[config.mk]
export PLATFORM = sky130hd
export DESIGN_NAME = ssram_arb_flat
export DESIGN_NICKNAME = d
export VERILOG_FILES = /design/src/rtl/ssram_arb_if.sv /design/src/rtl/ssram_arb.sv /design/src/flat_wrapper.sv
export SDC_FILE = /design/constraint.sdc
export NUM_CORES = 1
export LEC_CHECK = 0
export ABC_AREA = 1
export BUFFER_PORTS_ARGS = -buffer_cell sky130_fd_sc_hd__buf_2
export CAP_MARGIN = 20
export CORE_ASPECT_RATIO = 0.75
export CORE_MARGIN = 2
export CORE_UTILIZATION = 36
export DETAILED_ROUTE_END_ITERATION = 10
export SLEW_MARGIN = 20
export SYNTH_ARGS = -nofsm -noshare
export SYNTH_HDL_FRONTEND = slang
export SYNTH_SLANG_ARGS = --single-unit
[constraint.sdc]
create_clock -name clk -period 2.8 [get_ports clk]
set_input_delay 0.14 -clock clk [delete_from_list [all_inputs] [get_ports clk]]
set_output_delay 0.14 -clock clk [all_outputs]
set_load 0.005 [all_outputs]
[src/rtl/ssram_arb_if.sv]
// Requester and SRAM-side signal bundle for the two-port SRAM arbiter.
// slave is the arbiter's view, master is the view of the requesters and SRAM macro together.
interface ssram_arb_if #(
  parameter int unsigned AW = 15,
  parameter int unsigned DW = 32
);
  logic          p0_req;
  logic          p0_we;
  logic [AW-1:0] p0_adr;
  logic [DW-1:0] p0_din;
  logic          p0_ack;
  logic [DW-1:0] p0_dout;
  logic          p1_req;
  logic          p1_we;
  logic [AW-1:0] p1_adr;
  logic [DW-1:0] p1_din;
  logic          p1_ack;
  logic [DW-1:0] p1_dout;
  logic [AW-1:0] sram_adr_o;
  logic [DW-1:0] sram_dat_o;
  logic          sram_re_o;
  logic          sram_we_o;
  logic [DW-1:0] sram_dat_i;

  modport slave (
    input  p0_req, p0_we, p0_adr, p0_din,
    input  p1_req, p1_we, p1_adr, p1_din,
    input  sram_dat_i,
    output p0_ack, p0_dout, p1_ack, p1_dout,
    output sram_adr_o, sram_dat_o, sram_re_o, sram_we_o
  );

  modport master (
    output p0_req, p0_we, p0_adr, p0_din,
    output p1_req, p1_we, p1_adr, p1_din,
    output sram_dat_i,
    input  p0_ack, p0_dout, p1_ack, p1_dout,
    input  sram_adr_o, sram_dat_o, sram_re_o, sram_we_o
  );
endinterface

[src/rtl/ssram_arb.sv]
// Two-port single-word arbiter/sequencer for the shared 32K x 32 synchronous SRAM.
// One access in flight at a time; all outputs registered.
module ssram_arb #(
  parameter int unsigned AW         = 15,
  parameter int unsigned DW         = 32,
  parameter int unsigned FIXED_PRIO = 0
) (
  input logic        clk,
  input logic        rst_n,
  ssram_arb_if.slave bus
);

  typedef enum logic [1:0] {
    IDLE   = 2'd0,
    ACCESS = 2'd1,
    RDATA  = 2'd2,
    ACK    = 2'd3
  } state_e;

  state_e        state_q, state_d;
  logic          gnt_q, gnt_d;       // port of current/last grant, 1 after reset
  logic          we_q, we_d;
  logic [AW-1:0] adr_q, adr_d;
  logic [DW-1:0] dat_q, dat_d;
  logic          re_q, re_d;
  logic          wr_q, wr_d;
  logic          ack0_q, ack0_d;
  logic          ack1_q, ack1_d;
  logic [DW-1:0] dout0_q, dout0_d;
  logic [DW-1:0] dout1_q, dout1_d;
  logic          any_req_s;
  logic          win_s;

  assign any_req_s = bus.p0_req | bus.p1_req;

  // Winner selection: lone requester wins; a tie goes to port 0 or to the port not granted last.
  always_comb begin
    if (bus.p0_req && bus.p1_req) begin
      if (FIXED_PRIO != 32'd0) begin
        win_s = 1'b0;
      end else begin
        win_s = ~gnt_q;
      end
    end else if (bus.p1_req) begin
      win_s = 1'b1;
    end else begin
      win_s = 1'b0;
    end
  end

  always_ff @(posedge clk) begin
    if (!rst_n) begin
      state_q <= IDLE;
    end else begin
      state_q <= state_d;
    end
  end

  always_comb begin
    state_d = state_q;
    case (state_q)
      IDLE: begin
        if (any_req_s) begin
          state_d = ACCESS;
        end else begin
          state_d = IDLE;
        end
      end
      ACCESS: begin
        if (we_q) begin
          state_d = ACK;
        end else begin
          state_d = RDATA;
        end
      end
      RDATA:   state_d = ACK;
      ACK:     state_d = IDLE;
      default: state_d = IDLE;
    endcase
  end

  // Next values of the registered outputs; strobes/acks default low, data holds.
  always_comb begin
    gnt_d   = gnt_q;
    we_d    = we_q;
    adr_d   = adr_q;
    dat_d   = dat_q;
    re_d    = 1'b0;
    wr_d    = 1'b0;
    ack0_d  = 1'b0;
    ack1_d  = 1'b0;
    dout0_d = dout0_q;
    dout1_d = dout1_q;
    case (state_q)
      IDLE: begin
        if (any_req_s) begin
          gnt_d = win_s;
          we_d  = win_s ? bus.p1_we  : bus.p0_we;
          adr_d = win_s ? bus.p1_adr : bus.p0_adr;
          dat_d = win_s ? bus.p1_din : bus.p0_din;
          re_d  = ~we_d;
          wr_d  = we_d;
        end else begin
          gnt_d = gnt_q;
        end
      end
      ACCESS: begin
        if (we_q) begin
          ack0_d = ~gnt_q;
          ack1_d = gnt_q;
        end else begin
          ack0_d = 1'b0;
        end
      end
      RDATA: begin
        ack0_d = ~gnt_q;
        ack1_d = gnt_q;
        if (gnt_q) begin
          dout1_d = bus.sram_dat_i;
        end else begin
          dout0_d = bus.sram_dat_i;
        end
      end
      ACK:     gnt_d = gnt_q;
      default: gnt_d = gnt_q;
    endcase
  end

  always_ff @(posedge clk) begin
    if (!rst_n) begin
      gnt_q   <= 1'b1;
      we_q    <= 1'b0;
      adr_q   <= '0;
      dat_q   <= '0;
      re_q    <= 1'b0;
      wr_q    <= 1'b0;
      ack0_q  <= 1'b0;
      ack1_q  <= 1'b0;
      dout0_q <= '0;
      dout1_q <= '0;
    end else begin
      gnt_q   <= gnt_d;
      we_q    <= we_d;
      adr_q   <= adr_d;
      dat_q   <= dat_d;
      re_q    <= re_d;
      wr_q    <= wr_d;
      ack0_q  <= ack0_d;
      ack1_q  <= ack1_d;
      dout0_q <= dout0_d;
      dout1_q <= dout1_d;
    end
  end

  assign bus.sram_adr_o = adr_q;
  assign bus.sram_dat_o = dat_q;
  assign bus.sram_re_o  = re_q;
  assign bus.sram_we_o  = wr_q;
  assign bus.p0_ack     = ack0_q;
  assign bus.p1_ack     = ack1_q;
  assign bus.p0_dout    = dout0_q;
  assign bus.p1_dout    = dout1_q;

endmodule
[src/flat_wrapper.sv]
// flat-port wrapper written by rule: the top's interface ports become plain ports
module ssram_arb_flat 
#(
  parameter int unsigned AW         = 15,
  parameter int unsigned DW         = 32,
  parameter int unsigned FIXED_PRIO = 0
)
  (clk, rst_n, bus_p0_req, bus_p0_we, bus_p0_adr, bus_p0_din, bus_p1_req, bus_p1_we, bus_p1_adr, bus_p1_din, bus_sram_dat_i, bus_p0_ack, bus_p0_dout, bus_p1_ack, bus_p1_dout, bus_sram_adr_o, bus_sram_dat_o, bus_sram_re_o, bus_sram_we_o);
  ssram_arb_if #(.AW(AW), .DW(DW)) bus_i ();
  input logic clk;
  input logic rst_n;
  input wire logic [$bits(bus_i.p0_req)-1:0] bus_p0_req;
  input wire logic [$bits(bus_i.p0_we)-1:0] bus_p0_we;
  input wire logic [$bits(bus_i.p0_adr)-1:0] bus_p0_adr;
  input wire logic [$bits(bus_i.p0_din)-1:0] bus_p0_din;
  input wire logic [$bits(bus_i.p1_req)-1:0] bus_p1_req;
  input wire logic [$bits(bus_i.p1_we)-1:0] bus_p1_we;
  input wire logic [$bits(bus_i.p1_adr)-1:0] bus_p1_adr;
  input wire logic [$bits(bus_i.p1_din)-1:0] bus_p1_din;
  input wire logic [$bits(bus_i.sram_dat_i)-1:0] bus_sram_dat_i;
  output wire logic [$bits(bus_i.p0_ack)-1:0] bus_p0_ack;
  output wire logic [$bits(bus_i.p0_dout)-1:0] bus_p0_dout;
  output wire logic [$bits(bus_i.p1_ack)-1:0] bus_p1_ack;
  output wire logic [$bits(bus_i.p1_dout)-1:0] bus_p1_dout;
  output wire logic [$bits(bus_i.sram_adr_o)-1:0] bus_sram_adr_o;
  output wire logic [$bits(bus_i.sram_dat_o)-1:0] bus_sram_dat_o;
  output wire logic [$bits(bus_i.sram_re_o)-1:0] bus_sram_re_o;
  output wire logic [$bits(bus_i.sram_we_o)-1:0] bus_sram_we_o;
  assign bus_i.p0_req = bus_p0_req;
  assign bus_i.p0_we = bus_p0_we;
  assign bus_i.p0_adr = bus_p0_adr;
  assign bus_i.p0_din = bus_p0_din;
  assign bus_i.p1_req = bus_p1_req;
  assign bus_i.p1_we = bus_p1_we;
  assign bus_i.p1_adr = bus_p1_adr;
  assign bus_i.p1_din = bus_p1_din;
  assign bus_i.sram_dat_i = bus_sram_dat_i;
  assign bus_p0_ack = bus_i.p0_ack;
  assign bus_p0_dout = bus_i.p0_dout;
  assign bus_p1_ack = bus_i.p1_ack;
  assign bus_p1_dout = bus_i.p1_dout;
  assign bus_sram_adr_o = bus_i.sram_adr_o;
  assign bus_sram_dat_o = bus_i.sram_dat_o;
  assign bus_sram_re_o = bus_i.sram_re_o;
  assign bus_sram_we_o = bus_i.sram_we_o;
  ssram_arb #(.AW(AW), .DW(DW), .FIXED_PRIO(FIXED_PRIO)) u_core (.clk(clk), .rst_n(rst_n), .bus(bus_i));
endmodule
=== After elaboration in Yosys (flattened, before gate mapping) ===
Cells that the tools add are included.

* Bitwise operators: 3
* Mux-type cells: 12
* Equal/unequal tests: 3
* Reduce and logical (&&, ||, !) cells: 6

{| class="wikitable"
|+ Operator list
! kind !! count
|-
| $mux 32 || 1
|-
| $mux 15 || 1
|-
| $pmux 2 s4 || 1
|-
| $mux 1 || 7
|-
| $reduce_and 2->1 || 3
|-
| $eq 2x2->1 const B || 2
|-
| $pmux 1 s2 || 2
|-
| $reduce_and 3->1 || 1
|-
| $eq 2x1->1 const B || 1
|-
| $logic_not 2->1 || 1
|-
| $not 1->1 || 2
|-
| $logic_and 1x1->1 || 1
|-
| $or 1x1->1 || 1
|}

* Logic and storage cells: 35
* Output and inout port bits: 115
* Flip-flop bits (word level): 119
* Bits of input ports: 132

=== Logic depth before layout (Yosys ltp) ===
* Word-level depth: 4
* Depth in mapped cells: 9
* Gate-level depth less buffers: 7

=== Least setup slack after synthesis ===
OpenSTA, ideal clock, no wires.

* Kind: reg-to-reg
* Start: register u_core.state_q[0]
* End: register u_core.dat_q[22], in the netlist u_core.bus.sram_dat_o[22]
* Arrival: 1.189 ns
* Period minus slack after synthesis: 1.300 ns
* Library setup time: 0.111 ns
* Setup slack: 1.500 ns
* Buffers on the path: 2
* Data required time: 2.689 ns
* Cell stages (with the launch flop): 10
* Path through: dfxtp_1 -> inv_1 -> ha_1 -> inv_1 -> nor2_2 -> buf_6 -> buf_6 -> nand2_1 -> nor2_2 -> nor2_2

* Longest elaborated chain between the ends: 2

{| class="wikitable"
|+ RTL lines
! element !! RTL line !! RTL
|-
| start: declaration || ssram_arb.sv:20 || <nowiki>state_e state_q, state_d;</nowiki>
|-
| start signal: assignment || ssram_arb.sv:55 || <nowiki>state_q <= state_d;</nowiki>
|-
| $logic_not 2->1 || ssram_arb.sv:94 || <nowiki>case (state_q)</nowiki>
|-
| $reduce_and 2->1 (no source line) || -- ||
|-
| end signal: assignment || ssram_arb.sv:145 || <nowiki>dat_q <= dat_d;</nowiki>
|-
| end: declaration || ssram_arb.sv:24 || <nowiki>logic [DW-1:0] dat_q, dat_d;</nowiki>
|}

No other way between the ends.
A chain may end at the register's enable or synchronous reset.

=== Final worst setup path ===
* Start: register u_core.state_q[0]
* End: register u_core.adr_q[4], in the netlist u_core.bus.sram_adr_o[4]

* Longest elaborated chain between the ends: 2

{| class="wikitable"
|+ RTL lines
! element !! RTL line !! RTL
|-
| $logic_not 2->1 || ssram_arb.sv:94 ||
|-
| $reduce_and 2->1 (no source line) || -- ||
|-
| end signal: assignment || ssram_arb.sv:144 || <nowiki>adr_q <= adr_d;</nowiki>
|-
| end: declaration || ssram_arb.sv:23 || <nowiki>logic [AW-1:0] adr_q, adr_d;</nowiki>
|}

No other way between the ends.

==> summary.md <==
| Metric | Value |
|---|---|
| Maximum clock frequency | `565 MHz` |
| Starting Density | `37.1%` |
| Max_cap viols | `0` |
| Avg Cell Area, Syn | `6.91 µm²` |
| DRC viols | `0` |
| Count of final setup violators | `0` |
| N_diodes | `0` |
| GRT Util Overall | `19.7%` |
| Placement row count | `38` |
| Final hold vios | `0` |
| Vias post-DR | `5492` |
| DR vias/cell | `4.45` |
| Critical Path RT | `3.10 ns` |
| Clk_lat worst skew | `0.41 ns` |
| Synth Net Count | `917` |
| Post-Syn Area | `0.00540 mm²` |
| Worst setup EP type | `flip-flop` |
| Worst VDD drop | `0.000382 V` |
| Die H | `110 µm` |
| ANT nets after route | `0` |
| Period Utilization, post-route | `63.2%` |
| RePlAce Congestion | `0.764` |
| Largest net degree at the start of global routing | `97` |
| Slew HR | `38.7%` |
| Root buffer cell | `clkbuf_16` |
| Static leakage | `3.82 nW` |
| Hold Slack | `0.00934 ns` |
| DR WL/cell | `12.9 µm` |
| Vias in the first global route | `5056` |
| Port bufs | `246` |
| Clock slew at reported path FFs | `0.06 ns` |
| RSZ-0062 raised after global routing | `false` |
| Final min period | `1.77 ns` |
| Post-route setup slack | `1.03 ns` |
| First-pass GRT wire length | `25300 µm` |
| CTS max path bufs | `2` |
| Slew @ Worst Pin | `0.916 ns` |
| Clock Sinks | `119` |
| Layout cells sized above 1 | `29.3%` |
| # nets final | `1156` |
| Drt first pass iters | `4` |
| P per Cell Area | `857 mW/mm²` |
| Worst EP arrival | `2.07 ns` |
| Setup TNS | `0 ns` |
| I/O Pins | `247` |
| Post-synthesis sequential area ratio | `44.1%` |
| DRT iter0 DRCs | `223` |
| Fin util | `51.3%` |
| Critical path startpoint category | `flip-flop` |
| Gate Count Post-Synth | `781` |
| #FFs+latches synth | `119` |
| FF-to-FF setup slack | `1.03 ns` |
| Die width | `145 µm` |
| Synth Warn # | `0` |
| Initial antenna violation count | `0` |
| Netlist cell types | `21` |
| Skew final | `0.0114 ns` |
| Max Slew Vio Count | `0` |
| Aggregate routed wire length | `16000 µm` |
| HP Class | `in -> reg` |
| Top cell type's share of synthesized area | `44.1%` |
| Fill cells | `1515` |
| Total die area | `0.0160 mm²` |
| CTS tree | `built` |
| # Post-CTS Setup Buffers | `0` |
| Total grt overflow | `0` |
| Cts bufs inserted | `17` |
| Setup CP Type | `reg -> reg` |
| Area Growth Syn to Fin | `38.3%` |
| H-tree depth | `4` |
| Area contributors post-synth | `dfxtp_1 44%, nor2_1 15%, nand2_1 11%` |
| CP max FO | `29` |
| Cell taking the most area after synthesis | `dfxtp_1` |
| Post-DP HPWL | `10800 µm` |
| Pre-CTS setup slack | `1.02 ns` |
| Outcome | `complete, no violations` |
| Core Box Area | `0.0145 mm²` |
-- worst paths after layout --
path | from | endpoint | cells after the start
max | u_core.state_q[0]$_SDFF_PN0_ | u_core.bus.sram_adr_o[4]$_SDFFE_PN0P_ | 8
min | bus_p0_we | u_core.bus.sram_re_o$_SDFF_PN0_ | 4
max reg2reg | u_core.state_q[0]$_SDFF_PN0_ | u_core.bus.sram_adr_o[4]$_SDFFE_PN0P_ | 8
min reg2reg | u_core.bus.p1_dout[7]$_SDFFE_PN0P_ | u_core.bus.p1_dout[7]$_SDFFE_PN0P_ | 2
-- cell usage after synthesis --
library cell and number:
clkbuf_1 16, o21ai_2 1, ha_1 4, o21ai_0 65, nand2_2 1, nand2_1 152, buf_4 9, nor3_1 2
nor2_2 13, nor2_1 213, a21boi_1 31, a21boi_0 16, a21oi_1 2, nand3_1 49, inv_2 2, dfxtp_1 119
o211ai_1 1, buf_2 21, inv_1 54, buf_6 9, buf_1 1
-- what timing repair did --
item | CTS | global route
hold buffers | 21 | 0
resized for setup | 0 | 0
endpoints found under the hold margin | 35 | 0
setup endpoints to repair | 0 | 0
-- metal layers --
metal,global-route usage (%),share of wire [%],vias to the layer above
li1,-,-,2906
met1,25.2,46,2422
met2,32.1,46,151
met3,6.54,7.0,13
met4,5.88,0.83,0
met5,0,0,-
-- placed cells by master, fill, tap and decap left out, types with 3 or more instances in the layout --
cell type	instances
buf_2	245
nor2_1	213
nand2_1	152
dfxtp_1	119
o21ai_0	65
inv_1	54
nand3_1	49
a21boi_1	31
dlygate4sd3_1	21
clkbuf_16	17
a21boi_0	16
nor2_2	12
buf_4	7
inv_6	5
ha_1	4
clkinvlp_4	3
buf_12	3
-- power by group --
group | leakage, nW | internal (mW) | switching [mW] | total [mW]
Sequential | 0.976 | 2.07 | 0.176 | 2.24
Clock | 0.282 | 1.34 | 0.874 | 2.21
Combinational | 2.56 | 0.803 | 1.14 | 1.95
Total | 3.82 | 4.21 | 2.19 | 6.40
-- metrics by stage --
step,cell area (µm²),power [mW],cells
floorplan,5400,3.53,781
global placement,6660,4.20,1180
detailed placement,6660,4.22,1180
CTS,7470,6.48,1233
global route,7470,6.88,1233
finish,7470,6.40,1233
-- registers in the layout (all words and copies together), names as in the netlist --
| name | count |
|---|---|
| u_core.bus.p0_dout | 32 |
| u_core.bus.p1_dout | 32 |
| u_core.bus.sram_dat_o | 32 |
| u_core.bus.sram_adr_o | 15 |
| u_core.state_q | 2 |
| u_core.bus.p0_ack | 1 |
| u_core.bus.p1_ack | 1 |
| u_core.bus.sram_re_o | 1 |
| u_core.bus.sram_we_o | 1 |
| u_core.gnt_q | 1 |
| u_core.we_q | 1 |
-- cells by family after synthesis --
| kind of cell | Yosys count | share of synthesized area (%) |
|---|---|---|
| flops | 119 | 44.1 |
| compound gates | 116 | 13.1 |
| simple gates | 430 | 31.7 |
| buf+inv | 112 | 10.2 |
| fa+ha+maj | 4 | 0.927 |
-- final cells by class --
| cell class | instances | area, µm² | share of cell area [%] |
|---|---|---|---|
| Clock buffer | 18 | 429 | 5.75 |
| Clock inverter | 14 | 166 | 2.23 |
| Inverter | 56 | 210 | 2.82 |
| Multi-Input combinational cell | 550 | 2480 | 33.2 |
| Sequential cell | 119 | 2380 | 31.9 |
| Tap cell | 200 | 250 | 3.35 |
| Timing Repair Buffer | 276 | 1550 | 20.7 |
-- critical path: stages, from the launching register on --
cell and delay (ns):
dfxtp_1 0.31, inv_1 0.10, ha_1 0.23, inv_1 0.12, nor2_4 0.42, buf_12 0.24
nand2_1 0.07, nor2_1 0.10, nor2_1 0.05
Note: power is estimated with default switching activity, not from simulation.
